<file path="config.mk">
export PLATFORM = sky130hd
export DESIGN_NAME = interrupt_sequencer_flat
export DESIGN_NICKNAME = d
export VERILOG_FILES = /design/src/rtl/pic_pkg.sv /design/src/rtl/interrupt_sequencer_if.sv /design/src/rtl/priority_resolver.sv /design/src/rtl/interrupt_sequencer.sv /design/src/flat_wrapper.sv
export SDC_FILE = /design/constraint.sdc
export NUM_CORES = 1
export LEC_CHECK = 0
export CAP_MARGIN = 0
export CORE_MARGIN = 2
export CORE_UTILIZATION = 50
export CTS_CLUSTER_SIZE = 8
export DETAILED_ROUTE_END_ITERATION = 10
export PLACE_DENSITY = 0.76
export SYNTH_ARGS = -nofsm -noshare
export SYNTH_HDL_FRONTEND = slang
export SYNTH_SLANG_ARGS = --single-unit
</file>
<file path="constraint.sdc">
create_clock -name clk -period 7.96 [get_ports clk]
set_input_delay 1.592 -clock clk [delete_from_list [all_inputs] [get_ports clk]]
set_output_delay 1.592 -clock clk [all_outputs]
set_load 0.01 [all_outputs]
</file>
<file path="src/rtl/pic_pkg.sv">
// rtl/pic_pkg.sv - shared types, constants and helpers for the interrupt sequencer
package pic_pkg;

    localparam int          NUM_IR         = 8;
    localparam logic [2:0]  SPURIOUS_LEVEL = 3'd7;
    localparam logic [2:0]  FIXED_LOWEST   = 3'd7;

    typedef enum logic [1:0] {
        ST_IDLE    = 2'd0,
        ST_PENDING = 2'd1,
        ST_ACK1    = 2'd2
    } seq_state_t;

    // Rotate right by n so that bit n of the input lands at bit 0.
    function automatic logic [NUM_IR-1:0] rotate_right(input logic [NUM_IR-1:0] v,
                                                       input logic [2:0]        n);
        logic [NUM_IR-1:0] r;
        logic [2:0]        k;
        for (int i = 0; i < NUM_IR; i++) begin
            k    = 3'(i) + n;
            r[i] = v[k];
        end
        return r;
    endfunction

endpackage

</file>
<file path="src/rtl/interrupt_sequencer_if.sv">
// rtl/interrupt_sequencer_if.sv - request/acknowledge/EOI bundle between CPU side and sequencer
interface interrupt_sequencer_if;
    import pic_pkg::*;

    logic [NUM_IR-1:0] interrupt_req_reg;
    logic [NUM_IR-1:0] interrupt_mask;
    logic              auto_eoi;
    logic              rotate_mode;
    logic              inta;
    logic              eoi_cmd;
    logic              eoi_specific;
    logic [2:0]        eoi_level;
    logic [4:0]        vector_base;
    logic              int_out;
    logic              freeze;
    logic [NUM_IR-1:0] clear_ir_line;
    logic [NUM_IR-1:0] in_service_reg;
    logic [7:0]        data_out;
    logic              data_out_valid;

    modport master (
        output interrupt_req_reg, interrupt_mask, auto_eoi, rotate_mode, inta,
               eoi_cmd, eoi_specific, eoi_level, vector_base,
        input  int_out, freeze, clear_ir_line, in_service_reg, data_out, data_out_valid
    );

    modport slave (
        input  interrupt_req_reg, interrupt_mask, auto_eoi, rotate_mode, inta,
               eoi_cmd, eoi_specific, eoi_level, vector_base,
        output int_out, freeze, clear_ir_line, in_service_reg, data_out, data_out_valid
    );
endinterface

</file>
<file path="src/rtl/priority_resolver.sv">
// rtl/priority_resolver.sv - picks the highest-priority set bit given the current lowest-priority level
module priority_resolver
    import pic_pkg::*;
(
    input  logic [NUM_IR-1:0] vec_i,
    input  logic [2:0]        lowest_i,
    output logic              valid_o,
    output logic [2:0]        level_o
);

    logic [2:0]        start;
    logic [NUM_IR-1:0] rot;
    logic [2:0]        idx;

    // Rotate so the highest-priority level sits at bit 0, then take the first set bit.
    always_comb begin
        start = lowest_i + 3'd1;
        rot   = rotate_right(vec_i, start);
        idx   = 3'd0;
        for (int i = NUM_IR - 1; i >= 0; i--) begin
            if (rot[i]) idx = 3'(i);
        end
        valid_o = |rot;
        level_o = idx + start;
    end

endmodule

</file>
<file path="src/rtl/interrupt_sequencer.sv">
// rtl/interrupt_sequencer.sv - 8-line interrupt acknowledge sequencer with ISR, EOI and rotation
module interrupt_sequencer
    import pic_pkg::*;
(
    input logic                  clk,
    input logic                  reset,
    interrupt_sequencer_if.slave bus
);

    seq_state_t        state_q;
    logic [NUM_IR-1:0] isr_q, isr_d;
    logic [2:0]        lp_q, lp_d;
    logic [2:0]        winner_q;
    logic              spurious_q;
    logic              int_out_q;
    logic              freeze_q;
    logic [NUM_IR-1:0] clear_q;
    logic [7:0]        data_out_q;
    logic              valid_q;

    logic [2:0]        lp_eff;
    logic [NUM_IR-1:0] cand;
    logic              cand_valid, isr_valid;
    logic [2:0]        cand_level, isr_level;
    logic [2:0]        cand_rank, isr_rank;
    logic              eligible;
    logic [2:0]        eoi_target;
    logic              eoi_hit;

    assign lp_eff = bus.rotate_mode ? lp_q : FIXED_LOWEST;
    assign cand   = bus.interrupt_req_reg & ~bus.interrupt_mask;

    priority_resolver u_cand_res (
        .vec_i    (cand),
        .lowest_i (lp_eff),
        .valid_o  (cand_valid),
        .level_o  (cand_level)
    );

    priority_resolver u_isr_res (
        .vec_i    (isr_q),
        .lowest_i (lp_eff),
        .valid_o  (isr_valid),
        .level_o  (isr_level)
    );

    // Rank 0 is the highest priority; a candidate must outrank everything already in service.
    always_comb begin
        cand_rank  = cand_level - lp_eff - 3'd1;
        isr_rank   = isr_level - lp_eff - 3'd1;
        eligible   = cand_valid && (!isr_valid || (cand_rank < isr_rank));
        eoi_target = bus.eoi_specific ? bus.eoi_level : isr_level;
        eoi_hit    = bus.eoi_cmd && (bus.eoi_specific ? isr_q[bus.eoi_level] : isr_valid);
    end

    // ISR and rotation next state: EOI first, then the acknowledge set, then the auto-EOI clear.
    always_comb begin
        isr_d = isr_q;
        lp_d  = lp_q;
        if (eoi_hit) begin
            isr_d[eoi_target] = 1'b0;
            if (bus.rotate_mode) lp_d = eoi_target;
        end
        if (state_q == ST_PENDING && bus.inta && eligible) begin
            isr_d[cand_level] = 1'b1;
        end
        if (state_q == ST_ACK1 && bus.inta && bus.auto_eoi && !spurious_q) begin
            isr_d[winner_q] = 1'b0;
            if (bus.rotate_mode) lp_d = winner_q;
        end
        if (!bus.rotate_mode) lp_d = FIXED_LOWEST;
    end

    // Acknowledge FSM with registered outputs, updated on the falling edge.
    always_ff @(negedge clk) begin
        if (reset) begin
            state_q    <= ST_IDLE;
            isr_q      <= '0;
            lp_q       <= FIXED_LOWEST;
            winner_q   <= SPURIOUS_LEVEL;
            spurious_q <= 1'b0;
            int_out_q  <= 1'b0;
            freeze_q   <= 1'b0;
            clear_q    <= '0;
            data_out_q <= '0;
            valid_q    <= 1'b0;
        end else begin
            isr_q   <= isr_d;
            lp_q    <= lp_d;
            clear_q <= '0;
            valid_q <= 1'b0;
            case (state_q)
                ST_IDLE: begin
                    freeze_q  <= 1'b0;
                    int_out_q <= eligible;
                    if (eligible) state_q <= ST_PENDING;
                end
                ST_PENDING: begin
                    if (bus.inta) begin
                        winner_q   <= eligible ? cand_level : SPURIOUS_LEVEL;
                        spurious_q <= !eligible;
                        if (eligible) clear_q <= 8'b0000_0001 << cand_level;
                        freeze_q   <= 1'b1;
                        int_out_q  <= 1'b0;
                        state_q    <= ST_ACK1;
                    end else begin
                        freeze_q  <= 1'b0;
                        int_out_q <= 1'b1;
                    end
                end
                ST_ACK1: begin
                    int_out_q <= 1'b0;
                    if (bus.inta) begin
                        data_out_q <= {bus.vector_base, winner_q};
                        valid_q    <= 1'b1;
                        freeze_q   <= 1'b0;
                        state_q    <= ST_IDLE;
                    end else begin
                        freeze_q <= 1'b1;
                    end
                end
                default: begin
                    state_q   <= ST_IDLE;
                    freeze_q  <= 1'b0;
                    int_out_q <= 1'b0;
                end
            endcase
        end
    end

    assign bus.int_out        = int_out_q;
    assign bus.freeze         = freeze_q;
    assign bus.clear_ir_line  = clear_q;
    assign bus.in_service_reg = isr_q;
    assign bus.data_out       = data_out_q;
    assign bus.data_out_valid = valid_q;

endmodule

</file>
<file path="src/flat_wrapper.sv">
// flat-port wrapper written by rule: the top's interface ports become plain ports
module interrupt_sequencer_flat import pic_pkg::*;
  (clk, reset, bus_interrupt_req_reg, bus_interrupt_mask, bus_auto_eoi, bus_rotate_mode, bus_inta, bus_eoi_cmd, bus_eoi_specific, bus_eoi_level, bus_vector_base, bus_int_out, bus_freeze, bus_clear_ir_line, bus_in_service_reg, bus_data_out, bus_data_out_valid);
  interrupt_sequencer_if bus_i ();
  input logic clk;
  input logic reset;
  input wire logic [$bits(bus_i.interrupt_req_reg)-1:0] bus_interrupt_req_reg;
  input wire logic [$bits(bus_i.interrupt_mask)-1:0] bus_interrupt_mask;
  input wire logic [$bits(bus_i.auto_eoi)-1:0] bus_auto_eoi;
  input wire logic [$bits(bus_i.rotate_mode)-1:0] bus_rotate_mode;
  input wire logic [$bits(bus_i.inta)-1:0] bus_inta;
  input wire logic [$bits(bus_i.eoi_cmd)-1:0] bus_eoi_cmd;
  input wire logic [$bits(bus_i.eoi_specific)-1:0] bus_eoi_specific;
  input wire logic [$bits(bus_i.eoi_level)-1:0] bus_eoi_level;
  input wire logic [$bits(bus_i.vector_base)-1:0] bus_vector_base;
  output wire logic [$bits(bus_i.int_out)-1:0] bus_int_out;
  output wire logic [$bits(bus_i.freeze)-1:0] bus_freeze;
  output wire logic [$bits(bus_i.clear_ir_line)-1:0] bus_clear_ir_line;
  output wire logic [$bits(bus_i.in_service_reg)-1:0] bus_in_service_reg;
  output wire logic [$bits(bus_i.data_out)-1:0] bus_data_out;
  output wire logic [$bits(bus_i.data_out_valid)-1:0] bus_data_out_valid;
  assign bus_i.interrupt_req_reg = bus_interrupt_req_reg;
  assign bus_i.interrupt_mask = bus_interrupt_mask;
  assign bus_i.auto_eoi = bus_auto_eoi;
  assign bus_i.rotate_mode = bus_rotate_mode;
  assign bus_i.inta = bus_inta;
  assign bus_i.eoi_cmd = bus_eoi_cmd;
  assign bus_i.eoi_specific = bus_eoi_specific;
  assign bus_i.eoi_level = bus_eoi_level;
  assign bus_i.vector_base = bus_vector_base;
  assign bus_int_out = bus_i.int_out;
  assign bus_freeze = bus_i.freeze;
  assign bus_clear_ir_line = bus_i.clear_ir_line;
  assign bus_in_service_reg = bus_i.in_service_reg;
  assign bus_data_out = bus_i.data_out;
  assign bus_data_out_valid = bus_i.data_out_valid;
  interrupt_sequencer u_core (.clk(clk), .reset(reset), .bus(bus_i));
endmodule
</file>
==> flow_summary.json, run 1 <==
{
  "status": "finished, violations left",
  "violations": "setup timing",
  "highest_layer": "met4",
  "yosys_warnings": 0,
  "grt_pass1_wl_um": 16600,
  "synth.area.top_cells": "dfxtp_1 22%, mux4_2 9.7%, mux2i_1 4.6%",
  "comb_power_share_pct": 48.5,
  "ctsHtreeMaxLevel": 2,
  "final_area_um2": 5050,
  "die_w_um": 84.5,
  "wire_per_inst_um": 17.7,
  "core_area_um2": 6310,
  "hold_viol_final": 0,
  "cts_made_buffers": 5,
  "p_seq_share_pct": 23.8,
  "synth_edf_count": 0,
  "maxCapViolations": 0,
  "dr_wl_met2_um": 5400,
  "io_pins": 58,
  "leakagePower_nw": 2.22,
  "grt_max_degree": 21,
  "fillerInstances": 412,
  "powerDensity_nw_per_um2": 189,
  "first_pass_iters": 5,
  "antenna_found_initial": 0,
  "layout-drive-gt1-share_pct": 33.6,
  "finalNetCount": 581,
  "track_usage_pct": 28.8,
  "startpoint_type": "input port",
  "io_buffers": 57,
  "drc": 0,
  "slew_headroom_pct": 51.1,
  "drt_wl_total_um": 10900,
  "synth_seq_cells": 36,
  "yosysUniqueCellTypes": 70,
  "die_area_um2": 7140,
  "cts_buffer_depth": 2,
  "cts_tree": "yes",
  "cts.sinks": 36,
  "setup_viol": 26,
  "ys_seq_area_share_pct": 22.2,
  "fin_ws_ns": -1.98,
  "syn_area_um2": 3240,
  "root_buffer": "clkbuf_8",
  "dpl_cell_area_um2": 4390,
  "gp_congestion": 0.947,
  "path_class": "input port to flop",
  "die_h_um": 84.5,
  "clock_latency_ns": 0.37,
  "wl_met3_um": 770,
  "initial_core_util_pct": 51.3,
  "diodes": 0,
  "dp_hpwl_um": 7450,
  "netlist.area_leader.share_pct": 22.2,
  "cts.hold.buffers_added": 0,
  "crit_fanout": 6,
  "via_per_inst": 5.89,
  "ant_nets": 0,
  "first_iter_violations": 345,
  "wl_met1_um": 4440,
  "crit_path_end_kind": "flop",
  "grt_pass1_vias": 3593,
  "cts.clk_slew.worst_paths_ns": 0.03,
  "swShare_pct": 38.2,
  "syn_nets": 417,
  "required_ns": 4.24,
  "netlist_instances": 371,
  "synth_top_flop_cell": "dfxtp_1",
  "intPower_mw": 0.590,
  "min_path_type": "flop to flop",
  "tightest_slew_ns": 0.733,
  "syn2layout_area_growth_pct": 55.9,
  "syn-mean-instance-area_um2": 8.73,
  "routed-via-count": 3610,
  "grt_overflow": 0,
  "critPathArrivalTime_ns": 6.21,
  "finalMaxSlewViolations": 0,
  "power_switching_mw": 0.364,
  "clkPwrFrac_pct": 27.7,
  "rows": 29,
  "rsz0062_at_grt": "true",
  "peakVddDrop_uv": 222,
  "finClkSkew_ns": 0.0284,
  "async_flop_share_pct": 0,
  "yosysTopAreaCell": "dfxtp_1",
  "tns_ns": -44.85
}
cell type report:
| type | count | area, um2 | area share (%) |
|---|---|---|---|
| Multi-Input combinational cell | 291 | 2610 | 51.6 |
| Timing Repair Buffer | 143 | 1270 | 25.1 |
| Sequential cell | 36 | 721 | 14.3 |
| Clock inverter | 39 | 200 | 3.97 |
| Tap cell | 77 | 96.3 | 1.91 |
| Inverter | 22 | 90.1 | 1.78 |
| Clock buffer | 5 | 68.8 | 1.36 |
cells in the final DEF (no fill, tap or decap), types with 5 or more instances in the layout:
master and n:
nand2_1 32, nand2b_1 10, mux2i_1 12, clkdlybuf4s50_1 56, buf_6 7, nand4_1 6
nor3b_1 6, mux4_2 14, dfxtp_1 36, nand3_1 7, clkbuf_8 5, nor2b_1 10
a21oi_1 24, xnor2_1 5, ha_1 7, nor2_1 15, nor3_1 9, buf_4 77
a21oi_2 5, inv_1 54
power groups by stage:
stage / registers, mW / logic [mW] / clock network [mW]
floorplan: 0.221 / 0.234 / 0.0284
global route: 0.228 / 0.495 / 0.290
global placement: 0.226 / 0.364 / 0.0284
CTS: 0.225 / 0.417 / 0.268
finish: 0.227 / 0.463 / 0.264
detailed placement: 0.227 / 0.374 / 0.0284
through the flow:
step           util (%)  hold WS [ns]  instances  total power, mW  setup WS (ns)
6_report           80.0         0.449        613            0.955          -1.98
5_1_grt            80.0         0.477        613             1.01          -2.09
4_1_cts            76.1         0.451        607            0.910          -1.97
3_5_place_dp       69.6         0.447        555            0.629          -2.73
3_3_place_gp       69.6         0.442        555            0.619          -2.55
2_1_floorplan         -         0.466        371            0.483          -2.23
worst max-delay path: stages:
cell	delay, ns
buf_8	0.08
nor2b_4	0.20
inv_8	0.05
ha_4	0.17
or3b_4	0.42
nand3_4	0.10
mux4_2	0.52
o21bai_4	0.19
a21oi_2	0.15
o21a_1	0.15
ha_2	0.16
inv_2	0.04
fa_2	0.46
fa_1	0.49
inv_1	0.04
ha_1	0.28
a31o_2	0.21
a21oi_2	0.13
o32a_1	0.24
buf_12	0.15
nand4_1	0.15
a32oi_1	0.25
synth_stat cells (3+ instances only):
master	count
o211ai_1	3
nand2b_1	12
mux4_2	14
ha_1	11
o32a_1	4
nor3_1	11
a221oi_1	5
a21oi_1	29
o21ai_0	10
nand2_1	33
nor2_1	20
and2_1	4
xnor2_1	9
and3_1	7
mux2i_1	15
fa_1	4
a21o_1	4
nand4_1	6
or2_2	3
a21boi_0	4
nor2b_1	11
o31ai_1	3
dfxtp_1	36
and3b_1	4
nand3_1	8
o311ai_0	3
buf_2	7
inv_1	22
clkbuf_1	10
nor3b_1	6
cell families (layout without fill, tap and decap cells):
logic type                 count (synthesis)  in the layout  synth area share, %
and+or+nand+nor                          137            137                 23.1
DFF                                       36             36                 22.2
AOI/OAI and AO/OA                         91             91                 19.9
buffers and inverters                     44            209                 6.45
adders and majority gates                 15             15                 6.72
xor gates and xnor gates                  13             13                 4.64
muxes                                     35             35                 16.9
per-layer routing:
layer	track usage [%]	vias up
met1	36.5	1707
met2	47.0	169
met3	8.26	32
met4	10.5	0
li1	-	1702
met5	0	-
path summary, 6_finish.rpt:
| kind | startpoint | endpoint | slack (ns) | depth (start not counted) |
|---|---|---|---|---|
| worst max-delay path | bus_rotate_mode | u_core.bus.in_service_reg[1]$_SDFF_NP0_ | -1.98 | 22 |
| worst min-delay path | u_core.bus.data_out[2]$_SDFFE_NP0P_ | u_core.bus.data_out[2]$_SDFFE_NP0P_ | 0.45 | 2 |
| worst max register to register | u_core.lp_q[0]$_SDFFE_NP1P_ | u_core.bus.in_service_reg[1]$_SDFF_NP0_ | 2.62 | 22 |
| worst min register to register | u_core.bus.data_out[2]$_SDFFE_NP0P_ | u_core.bus.data_out[2]$_SDFFE_NP0P_ | 0.45 | 2 |
repair_timing:
item                                    CTS  global route
resized for setup                        22            54
setup buffers                             8             8
cloned                                    1             0
pin swaps                                22            26
endpoints found under the hold margin     0             0
endpoints found under the setup margin   26            26
Note: power is estimated with default switching activity, not from simulation.
==> inputs of run 2 (changes only) <==
--- a/config.mk
+++ b/config.mk
@@ -5,7 +5,7 @@
 export SDC_FILE = /design/constraint.sdc
 export NUM_CORES = 1
 export LEC_CHECK = 0
-export CAP_MARGIN = 0
+export CAP_MARGIN = 20
 export CORE_MARGIN = 2
 export CORE_UTILIZATION = 50
 export CTS_CLUSTER_SIZE = 8
==> results of run 2 <==
Final layout, timing and power as in run 1 (identical DEF).
